### config.mk
export PLATFORM = sky130hd
export DESIGN_NAME = mem_port_arbiter
export DESIGN_NICKNAME = d
export VERILOG_FILES = /design/src/rtl/mem_arb_pkg.sv /design/src/rtl/arb_starve_ctr.sv /design/src/rtl/mem_port_arbiter.sv
export SDC_FILE = /design/constraint.sdc
export NUM_CORES = 1
export LEC_CHECK = 0
export CAP_MARGIN = 20
export CORE_MARGIN = 10
export CORE_UTILIZATION = 25
export CTS_CLUSTER_DIAMETER = 40
export DETAILED_ROUTE_END_ITERATION = 8
export GPL_TIMING_DRIVEN = 0
export PLACE_DENSITY = 0.89
export SYNTH_ARGS = -nofsm -noshare
export SYNTH_HDL_FRONTEND = slang
export SYNTH_SLANG_ARGS = --single-unit
export TNS_END_PERCENT = 20
### constraint.sdc
create_clock -name clk -period 3.5 [get_ports clk]
set_input_delay 0.7 -clock clk [delete_from_list [all_inputs] [get_ports clk]]
set_output_delay 0.7 -clock clk [all_outputs]
set_load 0.03 [all_outputs]
### src/rtl/mem_arb_pkg.sv
// Shared types and constants for the memory-port arbiter slice.
package mem_arb_pkg;

    localparam int unsigned DEFAULT_AW = 12;
    localparam logic [3:0]  WE_NONE    = 4'b0000;

    typedef enum logic [1:0] {
        IDLE   = 2'd0,
        RD_CPU = 2'd1,
        RD_DMA = 2'd2
    } rd_state_t;

endpackage

### src/rtl/arb_starve_ctr.sv
// Starvation counter: counts cycles a pending DMA request loses to the CPU and
// raises forceGrant once MAX_WAIT such cycles have elapsed.
module arb_starve_ctr #(
    parameter int unsigned MAX_WAIT = 4
) (
    input  logic       clk,
    input  logic       rst,
    input  logic       dmaValid,
    input  logic       cpuReq,
    input  logic       grantDma,
    output logic       forceGrant,
    output logic [7:0] waitCnt
);

    localparam logic [7:0] MAX_CNT = 8'(MAX_WAIT);

    always_ff @(posedge clk or posedge rst) begin
        if (rst) begin
            waitCnt <= '0;
        end else if (grantDma || !dmaValid) begin
            waitCnt <= '0;
        end else if (cpuReq && (waitCnt != MAX_CNT)) begin
            waitCnt <= waitCnt + 8'd1;
        end
    end

    assign forceGrant = (waitCnt == MAX_CNT);

endmodule

### src/rtl/mem_port_arbiter.sv
// Shares one block-RAM port between the CPU X stage and a DMA/loader requester,
// CPU-priority with starvation-forced DMA grants and read-data ownership tracking.
module mem_port_arbiter
    import mem_arb_pkg::*;
#(
    parameter int unsigned AW       = DEFAULT_AW,
    parameter int unsigned MAX_WAIT = 4
) (
    input  logic          clk,
    input  logic          rst,
    input  logic          cpu_req,
    input  logic [3:0]    cpu_we,
    input  logic [AW-1:0] cpu_addr,
    input  logic [31:0]   cpu_wdata,
    output logic          cpu_stall,
    output logic          cpu_rvalid,
    input  logic          dma_valid,
    output logic          dma_ready,
    input  logic [3:0]    dma_we,
    input  logic [AW-1:0] dma_addr,
    input  logic [31:0]   dma_wdata,
    output logic          dma_rvalid,
    output logic          mem_en,
    output logic [3:0]    mem_we,
    output logic [AW-1:0] mem_addr,
    output logic [31:0]   mem_din,
    input  logic [31:0]   mem_dout,
    output logic [31:0]   mem_rdata
);

    logic      grantCpu;
    logic      grantDma;
    logic      forceGrant;
    logic [7:0] waitCnt;
    rd_state_t rdState;
    rd_state_t rdNext;

    arb_starve_ctr #(
        .MAX_WAIT(MAX_WAIT)
    ) starveCtr (
        .clk       (clk),
        .rst       (rst),
        .dmaValid  (dma_valid),
        .cpuReq    (cpu_req),
        .grantDma  (grantDma),
        .forceGrant(forceGrant),
        .waitCnt   (waitCnt)
    );

    // Grants are gated by rst so the RAM port is idle for the whole reset pulse.
    assign grantDma  = !rst && dma_valid && (!cpu_req || forceGrant);
    assign grantCpu  = !rst && cpu_req && !grantDma;
    assign cpu_stall = cpu_req && grantDma;
    assign dma_ready = grantDma;
    assign mem_en    = grantCpu || grantDma;

    always_comb begin
        mem_we   = WE_NONE;
        mem_addr = '0;
        mem_din  = '0;
        if (grantCpu) begin
            mem_we   = cpu_we;
            mem_addr = cpu_addr;
            mem_din  = cpu_wdata;
        end else if (grantDma) begin
            mem_we   = dma_we;
            mem_addr = dma_addr;
            mem_din  = dma_wdata;
        end
    end

    always_comb begin
        rdNext = IDLE;
        if (grantCpu && (cpu_we == WE_NONE)) begin
            rdNext = RD_CPU;
        end else if (grantDma && (dma_we == WE_NONE)) begin
            rdNext = RD_DMA;
        end
    end

    always_ff @(posedge clk or posedge rst) begin
        if (rst) begin
            rdState <= IDLE;
        end else begin
            rdState <= rdNext;
        end
    end

    assign cpu_rvalid = (rdState == RD_CPU);
    assign dma_rvalid = (rdState == RD_DMA);
    assign mem_rdata  = mem_dout;

endmodule

==> impl_metrics.tcl <==
set metrics [dict create \
    status "finished clean" \
    avgViaCountPerCell 5.01 \
    ant_nets 0 \
    muxShareOfSynthArea 0.0141 \
    io_buffers 183 \
    period_share 0.966 \
    fp.dieW_um 95.5 \
    p_clk_frac 0.208 \
    synth_cell_types 28 \
    grt_pass1_vias 2269 \
    post-route-util 0.609 \
    cts.clk_slew.worst_paths_ns 0.05 \
    finalSetupTns_ns 0 \
    finalSetupViolations 0 \
    met1_usage 0.174 \
    pwr-share-comb 0.622 \
    p_seq_frac 0.169 \
    vias 2116 \
    synthXorXnorAreaFrac 0.00615 \
    first_pass_iters 4 \
    drc 0 \
    critPathLaunch "rst" \
    start_util 0.259 \
    coreArea_mm2 0.00551 \
    grt_use_total 0.178 \
    p_total_uw 710 \
    numCtsBuffers 3 \
    worstReg2RegEnd "starveCtr.waitCnt[0]" \
    gr-total-overflow 0 \
    p_sw_uw 268 \
    dpl.hpwl_um 7880 \
    p_leak_uw 0.00149 \
    p_int_uw 442 \
    hp-class "reg2reg" \
    start_kind "primary input" \
    arrival_ns 2.68 \
    syn_nets 297 \
    synth_top_family_by_area "compound AO/OA/AOI/OAI gates" \
    antenna_found_initial 0 \
    ys_seq_elements 10 \
    grt_max_degree 12 \
    vdd_drop_max_mv 0.130 \
    required_ns 2.80 \
    pwr_density_cell_mw_per_mm2 212 \
    area_growth_pct 135 \
    clock_latency_ns 0.24 \
    skew_ns 0.00256 \
    clk_path_buf_depth 2 \
    gp_congestion 0.822 \
    synth.yosys.seq_area_share 0.176 \
    hold_violations 0 \
    synth_fa_ha_area_frac 0.0176 \
    hold_buffers 0 \
    end_kind "output port" \
    wirelength_um 9000 \
    crit_fanout 10 \
    grt_first_pass_wirelength_um 12700 \
    drv_cap 0 \
    place_inst 418 \
    synth_ff_type "dfrtp_1" \
    synth_edf_count 0 \
    cts_setup_buffers 0 \
    synth_cells 163 \
    grt_util_met2 0.324 \
    r2r-start "starveCtr.waitCnt[0]" \
    yosys_warnings 0 \
    rows 27 \
    h-tree-depth 1 \
    avgSynthCellArea_um2 8.74 \
    cts_tree "yes" \
    min_path_cells 2 \
    root_buffer "clkbuf_8" \
    diodes 0 \
    nets 485 \
    synth-compound-area-share 0.408 \
    crit_type "in2out" \
    drive_above_1_share 0.160 \
    finalMaxSlewViolations 0 \
    period_minus_slack_ns 3.38 \
    clock-sinks 10 \
    busiest_layer "met2" \
    fin_cells 422 \
    ff2ff_path_depth 7 \
    async_flop_share 1.00 \
    netlist_area_mm2 0.00142 \
    io_pins 217 \
    rrSetupSlack_ns 1.57 \
    switching_share 0.377 \
    drt_iter0_drc 53 \
    rsz0062_at_grt "false" \
    routedWlPerCell_um 21.3 \
    dieArea_mm2 0.00911 \
    holdPathEnd "starveCtr.waitCnt[7]" \
    timing.fmax_mhz 296 \
    met3_usage 0.102 \
    synthSimpleGateAreaFrac 0.125 \
    tightest_slew_ns 0.415 \
    die_h_um 95.5 \
    slew_headroom 0.723 \
    min_from "starveCtr.waitCnt[7]" \
]
[cell usage in the layout, fill, tap and decap left out]
cell type and count:
a211oi_1 2, a21oi_1 4, a311o_1 1, a31o_2 1, a32o_1 48, a41o_1 1, a41oi_2 1, and2_1 2
and3_1 2, buf_2 2, buf_4 38, buf_6 1, clkbuf_1 3, clkbuf_2 7, clkbuf_4 1, clkbuf_8 4
clkdlybuf4s15_1 4, clkdlybuf4s50_1 133, dfrtp_1 10, dlygate4sd2_1 45, ha_1 2, inv_1 5, mux2i_1 2, nand2_1 6
nand2b_1 1, nand3_1 2, nand4_1 4, nor2_1 4, nor2b_1 3, nor4_1 2, nor4b_4 1, o21ai_0 4
or3_1 3, xor2_1 1
[power by group through the flow]
stage / Sequential (µW) / Combinational [µW] / Clock (µW)
final: 120 / 442 / 148
after global routing: 120 / 464 / 160
after CTS: 120 / 446 / 148
after detailed placement: 122 / 467 / 0
after global placement: 122 / 462 / 0
after floorplan: 121 / 222 / 0
[synthesized netlist by cell type, drive strengths merged (3+ instances only)]
| cell type | number | share of area |
|---|---|---|
| nand2 | 6 | 0.016 |
| nor2b | 3 | 0.013 |
| o21ai | 4 | 0.014 |
| a32o | 48 | 0.34 |
| clkbuf | 11 | 0.029 |
| or3 | 3 | 0.013 |
| buf | 40 | 0.21 |
| nand4 | 4 | 0.018 |
| dfrtp | 10 | 0.18 |
| a21oi | 4 | 0.014 |
| nor2 | 4 | 0.011 |
| inv | 5 | 0.013 |
[sequential cells by signal, summed over array words and instances (netlist names)]
register           cells
rdState                2
starveCtr.waitCnt      8
[critical path: stages]
cell and delay, ns:
clkdlybuf4s50_1 0.53, nand2b_1 0.21, a41oi_2 0.27, buf_4 0.24, buf_6 0.15, a32o_1 0.14, dlygate4sd2_1 0.43
[per-stage QoR]
step | area [µm²] | worst slack [ns] | hold WS, ns
floorplan | 1420 | 0.940 | 0.523
global placement | 3350 | -0.360 | 0.549
detailed placement | 3350 | -0.336 | 0.567
CTS | 3350 | 0.100 | 0.571
global route | 3350 | 0.0000211 | 0.603
finish | 3350 | 0.118 | 0.576
[worst max-delay path by stage]
stage          cells after the start           to  slack, ns
2_1_floorplan                      5  mem_addr[0]       0.94
3_3_place_gp                       6    mem_we[2]      -0.36
3_5_place_dp                       6   mem_din[4]      -0.34
4_1_cts                            6  mem_din[27]       0.10
5_1_grt                            6   mem_din[5]    0.00002
6_report                           7  mem_addr[8]       0.12
[timing repair]
item | in CTS | in global routing
endpoints found under the setup margin | 50 | 8
gates resized for setup | 59 | 7
endpoints found under the hold margin | 0 | 0
[metal layers]
metal | vias up | routed length [µm]
met5 | - | 0
met4 | 0 | 57
met3 | 5 | 1250
met2 | 110 | 4770
met1 | 998 | 2920
li1 | 1003 | -
[cell type report]
class                      instances  area (µm²)
buffer                            51         355
fill                             485        2150
multi-input combinational         97         812
sequential                        10         250
clock buffer                       4        55.1
timing repair buffer             183        1770
tap                               72        90.1
inverter                           5        18.8
[logic make-up after synthesis]
kind of cell,after synthesis
and+or+nand+nor,30
xor gates and xnor gates,1
muxes,2
DFF,10
adders and majority gates,2
AOI/OAI and AO/OA,62
buffers and inverters,56
(Power assumes the default switching activity.)
